===== config.mk =====
export PLATFORM = sky130hd
export DESIGN_NAME = hex_disp_arbiter
export DESIGN_NICKNAME = d
export VERILOG_FILES = /design/src/rtl/disp_pkg.sv /design/src/rtl/seg7_dec.sv /design/src/rtl/hex_disp_arbiter.sv
export SDC_FILE = /design/constraint.sdc
export NUM_CORES = 1
export LEC_CHECK = 0
export CAP_MARGIN = 10
export CORE_MARGIN = 2
export CORE_UTILIZATION = 57
export DETAILED_ROUTE_END_ITERATION = 10
export GPL_TIMING_DRIVEN = 0
export HOLD_SLACK_MARGIN = 0.02
export PLACE_DENSITY = 0.95
export SYNTH_ARGS = -nofsm -noshare
export SYNTH_HDL_FRONTEND = slang
export SYNTH_SLANG_ARGS = --single-unit

===== constraint.sdc =====
create_clock -name CLOCK_50 -period 4.5 [get_ports CLOCK_50]
set_input_delay 0.675 -clock CLOCK_50 [delete_from_list [all_inputs] [get_ports CLOCK_50]]
set_output_delay 0.675 -clock CLOCK_50 [all_outputs]
set_load 0.05 [all_outputs]

===== src/rtl/disp_pkg.sv =====
// Shared types, owner codes and the 7-segment pattern table for the HEX display arbiter.
// Segment patterns are active-low {g,f,e,d,c,b,a}.
package disp_pkg;

   typedef enum logic [1:0] {
      IDLE  = 2'd0,
      GNT_A = 2'd1,
      GNT_B = 2'd2
   } state_t;

   typedef enum logic {
      REQ_A = 1'b0,
      REQ_B = 1'b1
   } req_id_t;

   localparam logic [1:0] OWN_NONE  = 2'b00;
   localparam logic [1:0] OWN_A     = 2'b01;
   localparam logic [1:0] OWN_B     = 2'b10;

   localparam logic [6:0] SEG_BLANK = 7'h7F;

   function automatic logic [6:0] seg7(input logic [3:0] hex);
      logic [6:0] pat;
      case (hex)
         4'h0:    pat = 7'h40;
         4'h1:    pat = 7'h79;
         4'h2:    pat = 7'h24;
         4'h3:    pat = 7'h30;
         4'h4:    pat = 7'h19;
         4'h5:    pat = 7'h12;
         4'h6:    pat = 7'h02;
         4'h7:    pat = 7'h78;
         4'h8:    pat = 7'h00;
         4'h9:    pat = 7'h10;
         4'hA:    pat = 7'h08;
         4'hB:    pat = 7'h03;
         4'hC:    pat = 7'h46;
         4'hD:    pat = 7'h21;
         4'hE:    pat = 7'h06;
         default: pat = 7'h0E;
      endcase
      return pat;
   endfunction

endpackage


===== src/rtl/seg7_dec.sv =====
// One hex nibble to one active-low 7-segment digit; purely combinational.
module seg7_dec
   import disp_pkg::*;
(
   input  logic [3:0] hex,
   output logic [6:0] seg
);

   assign seg = seg7(hex);

endmodule


===== src/rtl/hex_disp_arbiter.sv =====
// Round-robin arbiter sharing the six HEX digits between two requesters, each grant held HOLD_CYCLES clocks.
// Build option: define DISP_LZ_BLANK_EN to blank leading zero digits (HEX0 always shown).
module hex_disp_arbiter
   import disp_pkg::*;
#(
   parameter int HOLD_CYCLES = 25_000_000,
   parameter int DIGITS      = 6
)
(
   input  logic                  CLOCK_50,
   input  logic                  RESET_N,
   input  logic                  req_a,
   input  logic [4*DIGITS-1:0]   data_a,
   output logic                  ack_a,
   input  logic                  req_b,
   input  logic [4*DIGITS-1:0]   data_b,
   output logic                  ack_b,
   output logic [1:0]            owner,
   output logic [6:0]            HEX5,
   output logic [6:0]            HEX4,
   output logic [6:0]            HEX3,
   output logic [6:0]            HEX2,
   output logic [6:0]            HEX1,
   output logic [6:0]            HEX0
);

   // A one-cycle hold still needs a 1-bit counter, which simply stays at zero.
   localparam int              CNT_W     = (HOLD_CYCLES > 1) ? $clog2(HOLD_CYCLES) : 1;
   localparam logic [CNT_W-1:0] HOLD_LAST = CNT_W'(HOLD_CYCLES - 1);

   state_t                state_reg, state_next;
   req_id_t               last_reg;
   logic [CNT_W-1:0]      hold_cnt_reg;
   logic [4*DIGITS-1:0]   disp_reg;
   logic                  shown_reg;
   logic                  ack_a_reg, ack_b_reg;
   logic                  grant_a, grant_b;
   logic                  expired;
   logic [6:0]            seg_out [6];

   always_ff @(posedge CLOCK_50 or negedge RESET_N) begin
      if (!RESET_N) begin
         state_reg    <= IDLE;
         last_reg     <= REQ_B;
         hold_cnt_reg <= '0;
         disp_reg     <= '0;
         shown_reg    <= 1'b0;
         ack_a_reg    <= 1'b0;
         ack_b_reg    <= 1'b0;
      end else begin
         state_reg <= state_next;
         ack_a_reg <= grant_a;
         ack_b_reg <= grant_b;
         if (grant_a) begin
            disp_reg     <= data_a;
            shown_reg    <= 1'b1;
            last_reg     <= REQ_A;
            hold_cnt_reg <= HOLD_LAST;
         end else if (grant_b) begin
            disp_reg     <= data_b;
            shown_reg    <= 1'b1;
            last_reg     <= REQ_B;
            hold_cnt_reg <= HOLD_LAST;
         end else if (state_reg != IDLE && !expired) begin
            hold_cnt_reg <= hold_cnt_reg - CNT_W'(1);
         end
      end
   end

   // At expiry the other side is served first, so a waiting requester never starves.
   always_comb begin
      state_next = state_reg;
      grant_a    = 1'b0;
      grant_b    = 1'b0;
      expired    = (hold_cnt_reg == '0);
      case (state_reg)
         IDLE: begin
            if (req_a && req_b) begin
               if (last_reg == REQ_B) grant_a = 1'b1;
               else                   grant_b = 1'b1;
            end else if (req_a) begin
               grant_a = 1'b1;
            end else if (req_b) begin
               grant_b = 1'b1;
            end
         end
         GNT_A: begin
            if (expired) begin
               if      (req_b) grant_b    = 1'b1;
               else if (req_a) grant_a    = 1'b1;
               else            state_next = IDLE;
            end
         end
         GNT_B: begin
            if (expired) begin
               if      (req_a) grant_a    = 1'b1;
               else if (req_b) grant_b    = 1'b1;
               else            state_next = IDLE;
            end
         end
         default: state_next = IDLE;
      endcase
      if (grant_a)      state_next = GNT_A;
      else if (grant_b) state_next = GNT_B;
   end

   assign ack_a = ack_a_reg;
   assign ack_b = ack_b_reg;
   assign owner = (state_reg == GNT_A) ? OWN_A :
                  (state_reg == GNT_B) ? OWN_B : OWN_NONE;

`ifdef DISP_LZ_BLANK_EN
   // lz[i] is set when digit i and every digit above it are zero.
   logic [DIGITS:1] lz;
   assign lz[DIGITS] = 1'b1;
   for (genvar gi = 1; gi < DIGITS; gi++) begin : g_lz
      assign lz[gi] = lz[gi+1] && (disp_reg[4*gi +: 4] == 4'h0);
   end
`endif

   for (genvar gi = 0; gi < 6; gi++) begin : g_digit
      if (gi < DIGITS) begin : g_on
         logic [6:0] seg_raw;
         logic       blank;
         seg7_dec u_dec (
            .hex (disp_reg[4*gi +: 4]),
            .seg (seg_raw)
         );
`ifdef DISP_LZ_BLANK_EN
         if (gi == 0) begin : g_lsd
            assign blank = 1'b0;
         end else begin : g_upper
            assign blank = lz[gi];
         end
`else
         assign blank = 1'b0;
`endif
         assign seg_out[gi] = (!shown_reg || blank) ? SEG_BLANK : seg_raw;
      end else begin : g_off
         assign seg_out[gi] = SEG_BLANK;
      end
   end

   assign HEX0 = seg_out[0];
   assign HEX1 = seg_out[1];
   assign HEX2 = seg_out[2];
   assign HEX3 = seg_out[3];
   assign HEX4 = seg_out[4];
   assign HEX5 = seg_out[5];

endmodule


==> run_results.csv <==
group,metric,value,unit
timing,worstMarginPinSlew,620.9,ps
die,core_area,0.008093,mm2
grt,grt.overflow.total,0,
min_path,holdCritPathClass,"in -> async",
yosys,synthCells,476,
cts,htreeDepth,2,
timing,fin_crit,3335,ps
critical_path,critPathCaptureType,"output port",
cts,cts.sinks,55,
route,wl_per_cell,17.87,um
critical_path,worst-path-buf-inv,4,
critical_path,crit_arrival,2660,ps
die,rows,33,
final_layout,drive_gt1_share,11.00,%
critical_path,worst_path_max_delay_cell,"clkdlybuf4s50_1",
yosys,ys_seq_elements,55,
timing,whs,280.9,ps
timing,rsz0062_at_grt,"false",
final_layout,stdcell_count,687,
cts,clkTransAtPathRegs,110,ps
final_layout,antennaDiodeCount,0,
critical_path,worstPathCellList,"inv_1, ha_1, inv_1, mux4_2, inv_1, nand2_1, clkdlybuf4s50_1",
timing,period_share,74.10,%
route,first_pass_iters,5,
yosys,syn_nets,570,
timing,maxSlewHeadroom,58.61,%
grt,antenna_found_initial,0,
route,drtIter0Drc,215,
route,ant_nets,0,
critical_path,crit_path_frequent_cell,"inv_1",
yosys,synth_edf_count,0,
critical_path,crit_type,"reg -> out",
placed_design,dp.cells,679,
critical_path,reg2reg_slack,1630,ps
die,die_w,94.57,um
final_layout,area_growth,25.85,%
yosys,synth_top_flop_cell,"dfrtp_1",
route,vias,4197,
grt,grt_pass1_vias,4256,
yosys,syn_avg_cell_area,9.823,um2
cts,holdBufCountCts,0,
cts,insertion_delay,320,ps
grt,grt_max_degree,40,
critical_path,cp.required,3830,ps
critical_path,crit_path_start_kind,"flip-flop",
cts,cts_setup_buffers,0,
final_layout,finalNetCount,675,
timing,report.final.slew_viol_count,0,
yosys,async_flop_share,100.0,%
critical_path,worst-path-max-fanout,6,
grt,grt_pass1_wl,19.70,mm
die,start_util,57.78,%
placed_design,portBuffers,97,
timing,hold_violations,0,
timing,setup_violations,0,
flow_run,drv_cap,0,
critical_path,crit_family,"buffers and inverters",
cts,cts_root_buf,"clkbuf_8",
yosys,syn_area,0.004676,mm2
placed_design,gp_congestion,0.9150,
yosys,synth_top_cell_by_area,"dfrtp_1",
outcome,status,"complete, no violations",
cts,ctsResizeCount,0,
final_layout,finish.utilization,72.71,%
timing,final.setup.tns,0,ps
die,ios,98,
yosys,synth_top_area_share,28.90,%
grt,track_usage,27.41,%
final_layout,fill_cells,540,
placed_design,hpwl,9.339,mm
route,drc,0,
route,drt-vias-per-instance,6.109,
cts,numCtsBuffers,5,
final_layout,largest_reg_flops,25,
yosys,ys_warn_count,0,
route,totalWireLength,12.28,mm
die,die_h,94.57,um
cts,cts_buffer_depth,2,
timing,max_freq,299.9,MHz
die,die_area,0.008943,mm2
yosys,synth_cell_types,62,
yosys,synthTopCellsByArea,"dfrtp_1, ha_1, mux2_1",
cts,cts_tree,"done",
critical_path,cpPeakStageDelay,730,ps
timing,skew,7.587,ps
yosys,seq_area_frac_synth,29.46,%
layout make-up:
type                            instances  area [um2]  share of cell area, %
Multi-Input combinational cell        355        3013                  51.20
Sequential cell                        55        1378                  23.41
Timing Repair Buffer                   98       985.9                  16.76
Buffer                                 29       146.4                  2.488
Inverter                               37       138.9                  2.360
Tap cell                              105       131.4                  2.233
Clock buffer                            5       68.82                  1.169
Clock inverter                          3       22.52                 0.3827
worst reg2reg max path, cell delays in order, from the launching register on:
cell,delay [ps]
dfrtp_1,440
inv_1,80
ha_1,280
nor4b_1,300
nand4_2,210
o31ai_4,590
buf_6,250
mux2_1,350
mux2_4,270
logic make-up after synthesis:
group | Yosys count | share of synthesized area, %
AOI/OAI and AO/OA | 93 | 14.53
muxes | 73 | 20.02
buffers and inverters | 66 | 6.101
and+or+nand+nor | 133 | 16.03
xor gates and xnor gates | 14 | 2.622
adders and majority gates | 42 | 11.24
DFF | 55 | 29.46
placed cells by master, fill, tap and decap left out, types with 16 or more instances in the layout:
master	synthesis	layout
inv_1	37	37
clkbuf_1	17	17
mux2_4	18	18
ha_1	42	42
nand3_1	16	16
mux2i_1	17	17
nand2_1	43	43
clkdlybuf4s50_1	0	96
o21ai_0	16	16
o211ai_1	35	35
mux2_1	28	28
dfrtp_1	54	54
nor2_1	20	20
synthesized netlist by cell type, types with 4 or more instances:
cell type,number
a21boi_0,6
nand2b_1,9
buf_1,4
buf_6,4
inv_1,37
mux4_2,6
clkbuf_1,17
o311ai_0,5
or4_1,4
xnor2_1,7
o31ai_1,5
nor2_1,20
ha_1,42
o211ai_1,35
nor3_1,7
mux2_2,4
nand2_1,43
xor2_1,7
nand4b_1,4
nand3_1,16
mux2_4,18
dfrtp_1,54
mux2i_1,17
o21ai_0,16
nand4_1,4
mux2_1,28
a21oi_1,8
stage by stage:
step           cell area [um2]  worst slack, ps
2_1_floorplan             4676             1154
4_1_cts                   5884             1169
3_5_place_dp              5793             1436
3_3_place_gp              5778             1056
6_report                  5884             1165
5_1_grt                   5884             1055
metal layers:
metal	vias up	part of all wire, %	global-route usage [%]
li1	1935	-	-
met1	2038	38	31.70
met2	193	52	50.54
met3	31	7.6	5.906
met4	0	2.1	8.333
met5	-	0	0
final timing paths:
kind                                                from                           to  depth (start not counted)
worst min register to register      last_reg$_DFFE_PN1P_         last_reg$_DFFE_PN1P_                          1
worst max register to register  state_reg[1]$_DFFE_PN0P_     disp_reg[11]$_DFFE_PN0P_                          8
max in group asynchronous                        RESET_N         last_reg$_DFFE_PN1P_                          2
worst max-delay path             disp_reg[9]$_DFFE_PN0P_                      HEX2[3]                          7
worst min-delay path                             RESET_N  hold_cnt_reg[7]$_DFFE_PN0P_                          1
min in group CLOCK_50               last_reg$_DFFE_PN1P_         last_reg$_DFFE_PN1P_                          1
Power is left out: the tool's default activity adds up to more than one toggle a clock period on the data nets, which glitch-free logic cannot reach.
